$ cat config.mk
export PLATFORM = sky130hd
export DESIGN_NAME = vga_sync_gen
export DESIGN_NICKNAME = d
export VERILOG_FILES = /design/src/rtl/vga_sync_gen.sv
export SDC_FILE = /design/constraint.sdc
export NUM_CORES = 1
export LEC_CHECK = 0
export CORE_AREA = 2 2 62 53
export DETAILED_ROUTE_END_ITERATION = 7
export DIE_AREA = 0 0 64 55
export PLACE_DENSITY = 0.82
export RECOVER_POWER = 25
export SYNTH_ARGS = -nofsm -noshare
export SYNTH_HDL_FRONTEND = slang
export SYNTH_SLANG_ARGS = --single-unit
$ cat constraint.sdc
create_clock -name CLK -period 4.2 [get_ports CLK]
set_input_delay 1.26 -clock CLK [delete_from_list [all_inputs] [get_ports CLK]]
set_output_delay 1.26 -clock CLK [all_outputs]
set_load 0.05 [all_outputs]
$ cat src/rtl/vga_sync_gen.sv
// 640x480@60 raster timing generator: pixel divider, PosX/PosY counters, registered syncs and strobes.
// Optional macro VGA_SYNC_PIPE_ALIGN_EN delays HSYNC/VSYNC/VideoOn by two CLK to match the pointer stage.
module vga_sync_gen #(
  parameter int CLK_DIV   = 4,
  parameter int H_VISIBLE = 640,
  parameter int H_FRONT   = 16,
  parameter int H_SYNC    = 96,
  parameter int H_BACK    = 48,
  parameter int V_VISIBLE = 480,
  parameter int V_FRONT   = 10,
  parameter int V_SYNC    = 2,
  parameter int V_BACK    = 33
) (
  input  logic       CLK,
  input  logic       RESET,
  output logic [9:0] PosX,
  output logic [9:0] PosY,
  output logic       HSYNC,
  output logic       VSYNC,
  output logic       VideoOn,
  output logic       PixelTick,
  output logic       FrameStart
);

  localparam int DIV_W = $clog2(CLK_DIV);
  localparam logic [DIV_W-1:0] DIV_LAST = DIV_W'(CLK_DIV - 1);
  localparam logic [9:0] X_LAST = 10'(H_VISIBLE + H_FRONT + H_SYNC + H_BACK - 1);
  localparam logic [9:0] Y_LAST = 10'(V_VISIBLE + V_FRONT + V_SYNC + V_BACK - 1);
  localparam logic [10:0] H_VIS11 = 11'(H_VISIBLE);
  localparam logic [10:0] V_VIS11 = 11'(V_VISIBLE);
  localparam logic [10:0] H_SYNC_FIRST = 11'(H_VISIBLE + H_FRONT);
  localparam logic [10:0] H_SYNC_LAST = 11'(H_VISIBLE + H_FRONT + H_SYNC - 1);
  localparam logic [10:0] V_SYNC_FIRST = 11'(V_VISIBLE + V_FRONT);
  localparam logic [10:0] V_SYNC_LAST = 11'(V_VISIBLE + V_FRONT + V_SYNC - 1);

  logic [DIV_W-1:0] div;
  logic             tick;
  logic [9:0]       xNext;
  logic [9:0]       yNext;
  logic             hSyncNext;
  logic             vSyncNext;
  logic             videoOnNext;
  logic             frameNext;
  logic             hSyncCore;
  logic             vSyncCore;
  logic             videoOnCore;

  // Next raster position plus the sync/video levels it implies, so every output updates in step.
  always_comb begin
    tick  = (div == DIV_LAST);
    xNext = PosX;
    yNext = PosY;
    if (tick) begin
      if (PosX == X_LAST) begin
        xNext = '0;
        yNext = (PosY == Y_LAST) ? '0 : PosY + 10'd1;
      end else begin
        xNext = PosX + 10'd1;
      end
    end
    hSyncNext   = !(({1'b0, xNext} >= H_SYNC_FIRST) && ({1'b0, xNext} <= H_SYNC_LAST));
    vSyncNext   = !(({1'b0, yNext} >= V_SYNC_FIRST) && ({1'b0, yNext} <= V_SYNC_LAST));
    videoOnNext = ({1'b0, xNext} < H_VIS11) && ({1'b0, yNext} < V_VIS11);
    frameNext   = tick && (xNext == '0) && (yNext == '0);
  end

  always_ff @(posedge CLK or negedge RESET) begin
    if (!RESET) begin
      div         <= '0;
      PosX        <= X_LAST;
      PosY        <= Y_LAST;
      hSyncCore   <= 1'b1;
      vSyncCore   <= 1'b1;
      videoOnCore <= 1'b0;
      PixelTick   <= 1'b0;
      FrameStart  <= 1'b0;
    end else begin
      div         <= tick ? '0 : div + DIV_W'(1);
      PosX        <= xNext;
      PosY        <= yNext;
      hSyncCore   <= hSyncNext;
      vSyncCore   <= vSyncNext;
      videoOnCore <= videoOnNext;
      PixelTick   <= tick;
      FrameStart  <= frameNext;
    end
  end

`ifdef VGA_SYNC_PIPE_ALIGN_EN
  logic [1:0] hPipe;
  logic [1:0] vPipe;
  logic [1:0] videoPipe;

  // Two extra stages line the syncs up with the pointer register and the ROM read.
  always_ff @(posedge CLK or negedge RESET) begin
    if (!RESET) begin
      hPipe     <= 2'b11;
      vPipe     <= 2'b11;
      videoPipe <= 2'b00;
    end else begin
      hPipe     <= {hPipe[0], hSyncCore};
      vPipe     <= {vPipe[0], vSyncCore};
      videoPipe <= {videoPipe[0], videoOnCore};
    end
  end

  assign HSYNC   = hPipe[1];
  assign VSYNC   = vPipe[1];
  assign VideoOn = videoPipe[1];
`else
  assign HSYNC   = hSyncCore;
  assign VSYNC   = vSyncCore;
  assign VideoOn = videoOnCore;
`endif

endmodule

==> results.sh <==
export IMPL_outcome="completed"
export IMPL_drive_above_1_share_pct=13.41
export IMPL_cp_startpoint="PosX[0]$_DFF_PN1_"
export IMPL_rows=18
export IMPL_grt_max_degree=24
export IMPL_min_from="div[0]$_DFF_PN0_"
export IMPL_wirelength_mm=3.466
export IMPL_clock_sinks=27
export IMPL_overflow=0
export IMPL_clock_path_buffers=2
export IMPL_holdBufCountCts=0
export IMPL_placed_area_um2=1831
export IMPL_slowest_delay_ns=0.86
export IMPL_gp_congestion=0.8985
export IMPL_end_kind="output port"
export IMPL_ir_worst_vdd_mv=0.2062
export IMPL_clock_latency_ns=0.33
export IMPL_synth_seq_cells=27
export IMPL_pwr_share_seq_pct=69.4
export IMPL_drt_first_pass_iters=4
export IMPL_r2r_slack_ns=1.38
export IMPL_synth_fp_nets=163
export IMPL_fmax_mhz=319.4
export IMPL_synth_area_top_cells="dfrtp_1, dfstp_2, nand2_1, xnor2_1, ha_1"
export IMPL_swShare_pct=20.79
export IMPL_required_ns=2.94
export IMPL_r2r_start="PosX[0]$_DFF_PN1_"
export IMPL_whs_ns=0.4411
export IMPL_nFillCells=222
export IMPL_final_hold_viol_count=0
export IMPL_power_density_nw_per_um2=204.1
export IMPL_synth_top_cells_by_count="dfrtp_1, nand2_1, dfstp_2, nand3_1"
export IMPL_finalNetCount=186
export IMPL_setup_viol_count_final=0
export IMPL_worst_slack_ns=1.069
export IMPL_yosysTopAreaCell="dfrtp_1"
export IMPL_fin_crit_ns=3.131
export IMPL_skew_ns=0.01439
export IMPL_p_int_mw=0.2975
export IMPL_antenna_cells=0
export IMPL_port_buffers=26
export IMPL_synth_edf_count=0
export IMPL_power_frac_comb_pct=1.6
export IMPL_core_um2=2905
export IMPL_rsz0062_at_grt="no"
export IMPL_die_height_um=55
export IMPL_area_delta_synth_final_pct=18.15
export IMPL_synth_cells=157
export IMPL_clock_power_share_pct=29.0
export IMPL_fin_tns_setup_ns=0
export IMPL_yosys_warnings=0
export IMPL_grt_pass1_wl_mm=5.575
export IMPL_dp_hpwl_mm=2.616
export IMPL_netlist_area_um2=1558
export IMPL_die_w_um=64
export IMPL_period_share_pct=74.54
export IMPL_pre_cts_slack_ns=1.503
export IMPL_leakage_nw=0.6683
export IMPL_placed_cells=215
export IMPL_cts_clk_slew_worst_paths_ns=0.13
export IMPL_synth_flop_cell="dfrtp_1"
export IMPL_num_vias=1311
export IMPL_viasPerCell=5.986
export IMPL_seq_area_frac_synth_pct=44.34
export IMPL_drc_errors=0
export IMPL_crit_chain="clkdlybuf4s50_1"
export IMPL_die_area_um2=3520
export IMPL_cts_resized=0
export IMPL_cts_tree="done"
export IMPL_synthArstFlopShare_pct=100.0
export IMPL_initial_utilization_pct=53.62
export IMPL_synth_top_area_share_pct=24.10
export IMPL_slew_violations=0
export IMPL_path_class="register to output port"
export IMPL_worstPathArrival_ns=1.87
export IMPL_ios=27
export IMPL_maxCapViolations=0
export IMPL_cp_top_family="buffers and inverters"
export IMPL_finalNonFillerCells=219
export IMPL_stdcell_area_um2=1841
export IMPL_hp_class="register to register"
export IMPL_yosysMostFrequentCell="dfrtp_1"
export IMPL_synth_distinct_cells=46
export IMPL_syn_avg_cell_area_um2=9.922
export IMPL_cpMaxStageDelayCell="clkdlybuf4s50_1"
export IMPL_ant_nets=0
export IMPL_worstSetupStartpointType="register"
export IMPL_postCtsSetupBuffers=0
export IMPL_grt_pass1_vias=1172
export IMPL_h_tree_depth=1
export IMPL_cts_root_buffer="clkbuf_4"
export IMPL_numCtsBuffers=3
export IMPL_tightestPinTransition_ns=0.9870
export IMPL_switchingPower_mw=0.07809
export IMPL_grt_antenna_before_repair=0
export IMPL_wire_per_inst_um=15.83
export IMPL_drt_iter0_markers=72
export IMPL_grtUsageTotal_pct=20.93
export IMPL_cp_buffers_inverters=1
export IMPL_crit_fanout=8
export IMPL_slew_headroom_pct=33.98
-- final cells by class --
cell class / instances / area (µm²) / area share (%)
clock inverters: 1 / 5.005 / 0.2719
well taps: 40 / 50.05 / 2.719
flip-flops and latches: 27 / 690.7 / 37.53
clock buffers: 3 / 22.52 / 1.224
inverters: 7 / 26.28 / 1.428
repair buffers: 27 / 267.8 / 14.55
multi-input cells: 114 / 778.2 / 42.28
-- worst paths after layout --
path | end | cells after the start
setup / recovery | PosX[0] | 1
setup reg to reg | FrameStart$_DFF_PN0_ | 7
hold reg to reg | div[0]$_DFF_PN0_ | 1
max in group asynchronous | PosX[1]$_DFF_PN1_ | 2
min in group asynchronous | PosY[6]$_DFF_PN0_ | 1
hold / removal | div[0]$_DFF_PN0_ | 1
-- sequential cells by signal, indices dropped and copies added (netlist names) --
name / flops
PixelTick: 1
VideoOn: 1
PosX: 10
PosY: 10
HSYNC: 1
FrameStart: 1
VSYNC: 1
div: 2
-- placed cells by master, fill, tap and decap left out, types with 4 or more instances in the layout --
cell and count:
a21oi_1 4, a31oi_1 4, clkdlybuf4s50_1 25, dfrtp_1 15, dfstp_2 11, ha_1 4, inv_1 7, nand2_1 14
nand3_1 10, nand4_1 7, nor2_1 7, nor3_1 8, o21ai_0 4, or3_1 4, xnor2_1 6, xor2_1 4
-- layer usage --
metal	vias to the layer above	track usage [%]	wire length (µm)
met5	-	0	0
met4	0	5.797	36
met3	4	4.858	257
met2	55	34.20	1653
met1	630	28.46	1518
li1	622	-	-
-- stage by stage --
step,utilization (%),power (mW)
6_report,63.35,0.3756
4_1_cts,63.95,0.3829
3_5_place_dp,63.01,0.2719
5_1_grt,63.35,0.3939
3_3_place_gp,63.01,0.2717
2_1_floorplan,-,0.2651
-- power by group through the flow --
stage / registers [mW] / clock network [mW] / logic [mW]
after detailed placement: 0.265 / 0 / 0.00683
after floorplan: 0.265 / 0 / 0.000000265
after CTS: 0.261 / 0.115 / 0.00680
final: 0.261 / 0.109 / 0.00614
after global placement: 0.265 / 0 / 0.00671
after global routing: 0.261 / 0.126 / 0.00746
-- cells by family (layout without fill, tap and decap cells) --
group / count (synthesis) / after routing / synth area share, %
AO/OA/AOI/OAI: 27 / 27 / 12.13
XOR/XNOR: 10 / 10 / 5.622
adder cells (fa/ha/maj): 4 / 4 / 3.213
buffers and inverters: 16 / 38 / 4.578
flip-flops: 27 / 27 / 44.34
multiplexers: 3 / 3 / 2.088
AND/OR/NAND/NOR: 70 / 70 / 28.03
Note: power is estimated with default switching activity, not from simulation.
